`src/rtl/gol_pkg.sv`:
```
`default_nettype none
// ============================================================================
// Module      : gol_pkg
// Description : Shared types and helpers for the Game of Life key controller.
// Revision    : 1.0 - initial release
// ============================================================================
package gol_pkg;

    typedef enum logic [1:0] {
        PAUSE = 2'd0,
        RUN   = 2'd1,
        STEP  = 2'd2,
        CLEAR = 2'd3
    } gol_state_t;

    localparam int KEY_RUN   = 0;
    localparam int KEY_STEP  = 1;
    localparam int KEY_SPEED = 2;
    localparam int KEY_CLEAR = 3;

    localparam int FRAME_W = 5;

    // Frames per generation: 32, 16, 8 or 4.
    function automatic logic [FRAME_W:0] frame_period(input logic [1:0] spd);
        return 6'd32 >> spd;
    endfunction

endpackage
`default_nettype wire

```
`src/rtl/key_debounce.sv`:
```
`default_nettype none
// ============================================================================
// Module      : key_debounce
// Description : Synchronises and debounces one active-low key; pulses on press.
// Revision    : 1.0 - initial release
// ============================================================================
module key_debounce #(
    parameter int DEBOUNCE_CYCLES = 250000,
    parameter int CNT_W           = 18
) (
    input  logic clk,
    input  logic reset,
    input  logic key_n,
    output logic press
);

    localparam logic [CNT_W-1:0] C_CNT_LAST = CNT_W'(DEBOUNCE_CYCLES - 1);
    localparam logic [CNT_W-1:0] C_CNT_ONE  = CNT_W'(1);

    logic             r_sync1;
    logic             r_sync2;
    logic             r_stable;
    logic             r_stable_d;
    logic             r_press;
    logic [CNT_W-1:0] r_cnt;

    always_ff @(posedge clk or negedge reset) begin
        if (!reset) begin
            r_sync1    <= 1'b1;
            r_sync2    <= 1'b1;
            r_stable   <= 1'b1;
            r_stable_d <= 1'b1;
            r_press    <= 1'b0;
            r_cnt      <= '0;
        end else begin
            r_sync1 <= key_n;
            r_sync2 <= r_sync1;
            // Any return to the accepted level restarts the qualification window.
            if (r_sync2 == r_stable) begin
                r_cnt <= '0;
            end else if (r_cnt == C_CNT_LAST) begin
                r_stable <= r_sync2;
                r_cnt    <= '0;
            end else begin
                r_cnt <= r_cnt + C_CNT_ONE;
            end
            r_stable_d <= r_stable;
            r_press    <= r_stable_d & ~r_stable;
        end
    end

    assign press = r_press;

endmodule
`default_nettype wire

```
`src/rtl/gol_key_ctrl.sv`:
```
`default_nettype none
// ============================================================================
// Module      : gol_key_ctrl
// Description : Key front end and vsync-aligned generation pacer for Life.
// Revision    : 1.0 - initial release
// ============================================================================
module gol_key_ctrl
    import gol_pkg::*;
#(
    parameter int DEBOUNCE_CYCLES = 250000,
    parameter int CNT_W           = 18
) (
    input  logic       clk,
    input  logic       reset,
    input  logic [3:0] key,
    input  logic       vsync,
    output logic       gen_tick,
    output logic       clear_req,
    output logic       running,
    output logic [1:0] speed
);

    logic [3:0]         w_press;
    logic               r_vsync;
    logic               w_fs;
    gol_state_t         r_state;
    gol_state_t         w_state_nxt;
    logic [FRAME_W-1:0] r_frame_cnt;
    logic [FRAME_W-1:0] w_frame_cnt_nxt;
    logic [FRAME_W-1:0] w_frame_last;
    logic [1:0]         r_speed;
    logic [1:0]         w_speed_nxt;
    logic               r_gen_tick;
    logic               w_gen_nxt;
    logic               r_clear_req;
    logic               w_clr_nxt;

    generate
        for (genvar i = 0; i < 4; i++) begin : g_key
            key_debounce #(
                .DEBOUNCE_CYCLES (DEBOUNCE_CYCLES),
                .CNT_W           (CNT_W)
            ) u_debounce (
                .clk   (clk),
                .reset (reset),
                .key_n (key[i]),
                .press (w_press[i])
            );
        end
    endgenerate

    assign w_fs         = r_vsync & ~vsync;
    assign w_frame_last = FRAME_W'(frame_period(r_speed) - 6'd1);

    always_ff @(posedge clk or negedge reset) begin
        if (!reset) begin
            r_vsync     <= 1'b1;
            r_state     <= PAUSE;
            r_frame_cnt <= '0;
            r_speed     <= 2'd0;
            r_gen_tick  <= 1'b0;
            r_clear_req <= 1'b0;
        end else begin
            r_vsync     <= vsync;
            r_state     <= w_state_nxt;
            r_frame_cnt <= w_frame_cnt_nxt;
            r_speed     <= w_speed_nxt;
            r_gen_tick  <= w_gen_nxt;
            r_clear_req <= w_clr_nxt;
        end
    end

    // A press always wins over a coincident frame start: the new state only
    // acts on the following frame.
    always_comb begin
        w_state_nxt     = r_state;
        w_frame_cnt_nxt = r_frame_cnt;
        w_speed_nxt     = r_speed;
        w_gen_nxt       = 1'b0;
        w_clr_nxt       = 1'b0;
        case (r_state)
            PAUSE: begin
                if (w_press[KEY_CLEAR]) begin
                    w_state_nxt = CLEAR;
                end else if (w_press[KEY_RUN]) begin
                    w_state_nxt     = RUN;
                    w_frame_cnt_nxt = '0;
                end else if (w_press[KEY_STEP]) begin
                    w_state_nxt = STEP;
                end
            end
            RUN: begin
                if (w_press[KEY_CLEAR]) begin
                    w_state_nxt = CLEAR;
                end else if (w_press[KEY_RUN]) begin
                    w_state_nxt = PAUSE;
                end else if (w_fs) begin
                    if (r_frame_cnt == w_frame_last) begin
                        w_gen_nxt       = 1'b1;
                        w_frame_cnt_nxt = '0;
                    end else begin
                        w_frame_cnt_nxt = r_frame_cnt + 1'b1;
                    end
                end
            end
            STEP: begin
                if (w_press[KEY_CLEAR]) begin
                    w_state_nxt = CLEAR;
                end else if (w_fs) begin
                    w_gen_nxt   = 1'b1;
                    w_state_nxt = PAUSE;
                end
            end
            CLEAR: begin
                if (w_fs) begin
                    w_clr_nxt   = 1'b1;
                    w_state_nxt = PAUSE;
                end
            end
            default: begin
                w_state_nxt = PAUSE;
            end
        endcase
        // CLEAR ignores every key, speed included.
        if (w_press[KEY_SPEED] && (r_state != CLEAR)) begin
            w_speed_nxt     = r_speed + 2'd1;
            w_frame_cnt_nxt = '0;
        end
    end

    assign gen_tick  = r_gen_tick;
    assign clear_req = r_clear_req;
    assign running   = (r_state == RUN);
    assign speed     = r_speed;

endmodule
`default_nettype wire

```
`config.mk`:
```
export PLATFORM = sky130hd
export DESIGN_NAME = gol_key_ctrl
export DESIGN_NICKNAME = d
export VERILOG_FILES = /design/src/rtl/gol_pkg.sv /design/src/rtl/key_debounce.sv /design/src/rtl/gol_key_ctrl.sv
export SDC_FILE = /design/constraint.sdc
export NUM_CORES = 1
export LEC_CHECK = 0
export BUFFER_PORTS_ARGS = -buffer_cell sky130_fd_sc_hd__buf_2
export CAP_MARGIN = 20
export CORE_UTILIZATION = 30
export DETAILED_ROUTE_END_ITERATION = 12
export PLACE_DENSITY = 0.44
export SYNTH_ARGS = -nofsm -noshare
export SYNTH_HDL_FRONTEND = slang
export SYNTH_SLANG_ARGS = --single-unit
export TNS_END_PERCENT = 30
```
`constraint.sdc`:
```
create_clock -name clk -period 2.2 [get_ports clk]
set_input_delay 0.11 -clock clk [delete_from_list [all_inputs] [get_ports clk]]
set_output_delay 0.11 -clock clk [all_outputs]
set_load 0.01 [all_outputs]
```
==> results of run 1 <==
-- path summary, 6_finish.rpt --
path,cells past startpoint,from,end,slack [ns]
setup / recovery,4,g_key[2].u_debounce.r_cnt[6]$_DFF_PN0_,g_key[2].u_debounce.r_cnt[17]$_DFF_PN0_,0.22
hold / removal,2,reset,g_key[3].u_debounce.r_cnt[16]$_DFF_PN0_,0.26
setup reg to reg,4,g_key[2].u_debounce.r_cnt[6]$_DFF_PN0_,g_key[2].u_debounce.r_cnt[17]$_DFF_PN0_,0.22
hold reg to reg,0,g_key[2].u_debounce.r_sync1$_DFF_PN1_,g_key[2].u_debounce.r_sync2$_DFF_PN1_,0.35
max in group asynchronous,3,reset,g_key[2].u_debounce.r_sync1$_DFF_PN1_,1.18
min in group clk,0,g_key[2].u_debounce.r_sync1$_DFF_PN1_,g_key[2].u_debounce.r_sync2$_DFF_PN1_,0.35
-- through the flow --
step             util  area (um2)
2_1_floorplan       -        5025
3_3_place_gp   0.3387        5459
3_5_place_dp   0.3387        5459
4_1_cts        0.3602        5804
5_1_grt        0.3603        5807
6_report       0.3603        5807
-- cell usage in the layout, fill, tap and decap left out, types with 5 or more instances in the layout --
cell | netlist | routed
nor2_1 | 70 | 70
buf_2 | 0 | 10
nand3_1 | 31 | 31
o41ai_1 | 8 | 8
and3_1 | 5 | 5
nor2b_1 | 6 | 6
o31ai_1 | 6 | 6
mux2_2 | 5 | 5
xor2_1 | 18 | 18
xnor2_1 | 39 | 39
nand4_1 | 12 | 12
nand2b_1 | 6 | 6
nand2_1 | 25 | 25
o21ai_0 | 8 | 8
inv_1 | 19 | 19
or4_1 | 7 | 7
dfrtp_1 | 87 | 87
ha_1 | 13 | 12
or3_1 | 5 | 5
dfstp_2 | 17 | 17
dlygate4sd3_1 | 0 | 6
a21oi_1 | 16 | 16
buf_4 | 0 | 19
clkbuf_16 | 0 | 9
nor4_1 | 18 | 18
nor3_1 | 13 | 13
-- critical path: stages, from the launching register on --
cell,delay (ns)
dfrtp_1,0.47
nand4_2,0.21
or4_1,0.58
or4b_1,0.48
a21oi_1,0.15
-- cell families (layout without fill, tap and decap cells) --
family	after synthesis	in the layout	synth area share
buffers and inverters	30	71	0.02391
AOI/OAI and AO/OA	52	52	0.07495
adders and majority gates	13	13	0.03237
xor gates and xnor gates	57	57	0.09935
DFF	104	104	0.5222
and+or+nand+nor	223	223	0.2341
muxes	6	6	0.01320
-- layer usage --
layer | vias to the layer above | routed length, um
li1 | 1789 | -
met2 | 34 | 4382
met3 | 17 | 237
met1 | 1766 | 4845
met5 | - | 0
met4 | 0 | 236
-- where the power goes --
part | switching [uW] | total, uW | internal (uW)
combinational | 192 | 348 | 156
sequential | 79.8 | 2070 | 1990
clock | 774 | 1560 | 790
-- registers in the layout, indices dropped and copies added (netlist names) --
register	count
g_key.u_debounce.r_cnt	72
r_frame_cnt	5
g_key.u_debounce.press	4
g_key.u_debounce.r_stable	4
g_key.u_debounce.r_stable_d	4
g_key.u_debounce.r_sync1	4
g_key.u_debounce.r_sync2	4
r_state	2
speed	2
clear_req	1
gen_tick	1
r_vsync	1
-- timing repair --
action / in CTS / in global routing
gates resized for setup: 0 / 1
hold endpoints to repair: 36 / 0
hold buffers: 6 / 0
endpoints found under the setup margin: 0 / 2
-- layout make-up --
cell class | count | area (um2) | share of cell area
repair buffers | 36 | 272.8 | 0.04697
clock inverters | 7 | 60.06 | 0.01034
clock buffers | 9 | 225.2 | 0.03878
flip-flops and latches | 104 | 2624 | 0.4518
well taps | 216 | 270.3 | 0.04654
inverters | 19 | 71.32 | 0.01228
multi-input cells | 351 | 2283 | 0.3932
==> summary.md, run 1 <==
| Metric | Value |
|---|---|
| Status | `finished, final reports clean` |
| Routed Antenna Nets | `0` |
| Count of unresolved DRC violations after routing | `0` |
| Post-synth top area share | `0.4333` |
| CTS Buf Count | `9` |
| Largest net degree at the start of global routing | `46` |
| WL per Instance | `13.08 um` |
| Gr usage total | `0.1234` |
| CTS sink count | `104` |
| Yosys top cell by area | `dfrtp_1` |
| Root Driver | `clkbuf_16` |
| Fmax | `~510 MHz` |
| 1st-iter DRT viols | `roughly 230` |
| Layout Skew | `about 0.0094 ns` |
| Io pins | `12` |
| Async SR Flop Fraction | `1.000` |
| H-tree depth reported by CTS | `3` |
| Final hold viol count | `0` |
| Pwr Total | `roughly 4000 uW` |
| Gr ovfl total | `0` |
| CTS clk-pin slew, worst paths | `0.07 ns` |
| Final setup margin | `approximately 0.22 ns` |
| Top post-synthesis cells by area | `dfrtp_1 43%, dfstp_2 8.9%, xnor2_1 6.8%` |
| Met3 Use GR | `0.02932` |
| Worst setup EP type | `flip-flop` |
| Chip Width | `about 130 um` |
| Area growth, synth to finish | `15.56%` |
| Synth Cell Area | `5025 um2` |
| Initial antenna violation count | `0` |
| Cell row count | `46` |
| Sequential cell area fraction in the yosys report | `0.5222` |
| Initial core utilization | `0.3118` |
| GRT Max-Usage Layer | `met2` |
| Commonest cells in the netlist | `87 x dfrtp_1, 70 x nor2_1, 39 x xnor2_1` |
| Via count | `3606` |
| Clk Latency, worst-skew pair | `approximately 0.36 ns` |
| Mapped Nets | `about 510` |
| DR vias/cell | `approximately 4.9` |
| Die area | `17270 um2` |
| Cells after Synth | `~490` |
| Non-filler cells, final | `742` |
| Fraction of layout cells with a size suffix above 1 | `0.1635` |
| Pre-CTS WS | `about 0.23 ns` |
| Number of global-route vias before repair | `roughly 3600` |
| Hold Path Class | `primary input to async pin` |
| CTS tree | `built` |
| Met2 usage | `0.1934` |
| Count leader, synth | `dfrtp_1` |
| Dpl hpwl | `roughly 6.9 mm` |
| Flops & latches, synth | `104` |
| Placed insts | `720` |
| Synth Area per Inst | `between 10 and 15 um2` |
| First drt pass iteration count | `4` |
| TNS Setup | `0 ns` |
| Worst vdd ir | `0.3811 mV` |
| I/O Buffers | `11` |
| Final period util | `0.8987` |
| Fin crit period | `1.977 ns` |
| Synth warnings | `0` |
| GRT met1 Usage | `0.1618` |
| Core area | `16120 um2` |
| Crit Path Max Fanout | `7` |
| Crit path arrival time | `~2.3 ns` |
| Final slew viol count | `0` |
| Worst Path Required | `around 2.5 ns` |
| Max-cap violation count | `0` |
| Die Y | `~130 um` |
| First-pass GRT wire length | `17.26 mm` |
| Unique cell type count in the Yosys netlist | `43` |
| Post-synth EDFFs | `0` |
| Critical path launch point type | `flip-flop` |
| RSZ-0062 raised after global routing | `no` |
| Fill count | `about 1600` |
| Final net count | `~540` |
| Final setup fails | `0` |
| Leak pwr | `around 0.0023 uW` |
| Cell Pwr Density | `between 600 and 700 nW/um2` |
| Routability Congestion | `between 0.7 and 0.8` |
| Detailed Route WL | `between 9 and 10 mm` |
| Antenna cells | `0` |
| Crit path kind | `flip-flop to flip-flop` |
| Final hold slack | `around 0.26 ns` |
| Clock Tree Buf Depth | `2` |
| Slew HR | `0.6533` |
| Slew @ Worst Pin | `between 0.5 and 0.6 ns` |
| Setup repair bufs after CTS | `0` |
| Primary FF master, synth | `dfrtp_1` |
No activity file was read; power rests on OpenSTA's default activity.
==> run 2, diff against run 1 <==
Clock period 2.2 ns to 1.84 ns, I/O delays scaled along.
==> run 2 against run 1 <==
Against the previous run:
- global-route usage grew 0.30 points
- via count increased by 3.5%
- critical path type unchanged
- critical endpoint is now r_frame_cnt[4]$_DFFE_PN0P_
- clock-buffer cell count up 2
- worst setup slack worse by 0.17 ns
- maximum frequency rose by 11%
- final area grew 7.6%
- register-to-register slack lost 0.17 ns
- non-clock buffer count increased by 39
- die area is the same
- worst hold slack about the same
- utilization grew 2.7 points
==> summary.md, run 2 (same netlist as run 1, synthesis figures left out) <==
| Metric | Value |
|---|---|
| Status | `finished, final reports clean (unchanged)` |
| Leak pwr | `0.002556 uW (was 0.002291 uW)` |
| CTS Buf Count | `9 (unchanged)` |
| Top reg by flops | `g_key.u_debounce.r_cnt (unchanged)` |
| Routability Congestion | `0.7757 (was 0.7872)` |
| Gr usage total | `0.1264 (was 0.1234)` |
| Chip Width | `131.4 um (unchanged)` |
| Worst Path Required | `2.11 ns (was 2.49 ns)` |
| Worst vdd ir | `0.4571 mV (was 0.3811 mV)` |
| Crit path arrival time | `2.06 ns (was 2.27 ns)` |
| Layout Skew | `0.007096 ns (was 0.009396 ns)` |
| Initial antenna violation count | `0 (unchanged)` |
| Die area | `17270 um2 (unchanged)` |
| Crit path kind | `flip-flop to flip-flop (unchanged)` |
| CP max-delay cell | `dfstp_2 (was or4_1)` |
| Crit Path Max Fanout | `8 (was 7)` |
| Via count | `3731 (was 3606)` |
| Slew @ Worst Pin | `0.5330 ns (was 0.5153 ns)` |
| Gr ovfl total | `0 (unchanged)` |
| Biggest regs | `g_key.u_debounce.r_cnt (72), r_frame_cnt (5) (unchanged)` |
| Final hold viol count | `0 (unchanged)` |
| I/O Buffers | `11 (unchanged)` |
| Root Driver | `clkbuf_16 (unchanged)` |
| Largest net degree at the start of global routing | `38 (was 46)` |
| H-tree depth reported by CTS | `3 (unchanged)` |
| Final hold slack | `0.2584 ns (was 0.2583 ns)` |
| Dpl hpwl | `7.090 mm (was 6.851 mm)` |
| Final period util | `0.9714 (was 0.8987)` |
| Critical path, cell by cell | `or4b_4 > and3_4 > or4_4 > a22oi_2 (was nand4_2 > or4_1 > or4b_1 > a21oi_1)` |
| Area growth, synth to finish | `24.35% (was 15.56%)` |
| Cell Pwr Density | `794.4 nW/um2 (was 686.5 nW/um2)` |
| Max FFs per register | `72 (unchanged)` |
| First-pass GRT wire length | `17.84 mm (was 17.26 mm)` |
| Max-cap violation count | `0 (unchanged)` |
| Clock Tree Buf Depth | `2 (unchanged)` |
| CTS tree | `built (unchanged)` |
| Routed metal-1 wirelength | `5.153 mm (was 4.845 mm)` |
| CTS clk-pin slew, worst paths | `0.07 ns (about the same)` |
| Most frequent cells in the layout | `85 x dfrtp_1, 69 x nor2_1, 56 x buf_4 (was 87 x dfrtp_1, 70 x nor2_1, 39 x xnor2_1)` |
| Final slew viol count | `0 (unchanged)` |
| WL per Instance | `12.91 um (was 13.08 um)` |
| Core area | `16120 um2 (unchanged)` |
| Fin crit period | `1.787 ns (was 1.977 ns)` |
| Slew HR | `0.6447 (was 0.6533)` |
| DR vias/cell | `4.777 (was 4.860)` |
| Worst setup EP type | `flip-flop (unchanged)` |
| Count of unresolved DRC violations after routing | `0 (unchanged)` |
| Cell row count | `46 (unchanged)` |
| Antenna cells | `0 (unchanged)` |
| RSZ-0062 raised after global routing | `yes (was no)` |
| 1st-iter DRT viols | `164 (was 229)` |
| Metal2 WL | `4.549 mm (was 4.382 mm)` |
| First drt pass iteration count | `4 (unchanged)` |
| Critical path launch point type | `flip-flop (unchanged)` |
| CP max stage delay | `0.53 ns (was 0.58 ns)` |
| Fmax | `559.5 MHz (was 505.8 MHz)` |
| Detailed Route WL | `10.08 mm (was 9.702 mm)` |
| Post-route cell area | `6248 um2 (was 5807 um2)` |
| Most common cell after layout, fill and taps aside | `dfrtp_1 (unchanged)` |
| Max layer used | `met4 (unchanged)` |
| Number of global-route vias before repair | `3716 (was 3584)` |
| Initial core utilization | `0.3118 (unchanged)` |
| Io pins | `12 (unchanged)` |
| Area post-placement | `5741 um2 (was 5459 um2)` |
| Die Y | `131.4 um (unchanged)` |
| Final net count | `580 (was 541)` |
| Clk Latency, worst-skew pair | `0.35 ns (was 0.36 ns)` |
| Routed Antenna Nets | `0 (unchanged)` |
| CTS sink count | `104 (unchanged)` |
| Hold Path Class | `primary input to async pin (unchanged)` |
| Final setup fails | `0 (unchanged)` |
| Fraction of layout cells with a size suffix above 1 | `0.2549 (was 0.1635)` |
| Met3 wire len | `297 um (was 237 um)` |
## run 2: power breakdown
group	internal, uW	switching (uW)
Combinational	262	262
Clock	1090	865
Sequential	2390	97.3
## run 2: final cells by class
cell class	instances	area, um2
repair buffers	75	581.8
multi-input cells	351	2400
fillers	1639	9867
inverters	19	71.32
well taps	216	270.3
flip-flops and latches	104	2626
clock buffers	11	242.7
clock inverters	5	56.30
## run 2: layer usage
metal,vias up,global-route usage
met3,6,0.04012
met1,1831,0.1726
met5,-,0
li1,1860,-
met2,34,0.1922
met4,0,0.03295
## run 2: final timing paths
kind | from | endpoint | slack (ns) | cells after the start
max | r_vsync$_DFF_PN1_ | r_frame_cnt[4]$_DFFE_PN0P_ | 0.05 | 4
min | reset | g_key[1].u_debounce.r_cnt[9]$_DFF_PN0_ | 0.26 | 2
max reg2reg | r_vsync$_DFF_PN1_ | r_frame_cnt[4]$_DFFE_PN0P_ | 0.05 | 4
min reg2reg | g_key[2].u_debounce.r_sync1$_DFF_PN1_ | g_key[2].u_debounce.r_sync2$_DFF_PN1_ | 0.35 | 0
max in group asynchronous | reset | g_key[1].u_debounce.r_stable$_DFFE_PN1P_ | 0.91 | 3
min in group clk | g_key[2].u_debounce.r_sync1$_DFF_PN1_ | g_key[2].u_debounce.r_sync2$_DFF_PN1_ | 0.35 | 0
## run 2: timing repair
| action | 4_1_cts | 5_1_grt |
|---|---|---|
| endpoints found under the hold margin | 35 | 0 |
| endpoints found under the setup margin | 4 | 10 |
| resized for setup | 3 | 20 |
| pin swaps | 1 | 6 |
| hold buffers | 6 | 0 |
| setup buffers | 3 | 5 |
## run 2: worst max-delay path: cells and delay by family (launching register included)
kind               cells  cell delay [ns]
AOI/OAI and AO/OA      1             0.13
DFF                    1             0.53
and+or+nand+nor        3             1.05
## run 2: per-stage QoR
step	instances	util	power, uW	worst slack (ns)	TNS (ns)
after floorplan	485	-	2777	-0.04081	-0.1874
after global placement	751	0.3562	2944	0.02413	0
after detailed placement	751	0.3562	2958	-0.04983	-0.1135
after CTS	776	0.3806	4989	0.01430	0
after global routing	781	0.3877	5217	-0.005483	-0.008975
final	781	0.3877	4964	0.05271	0
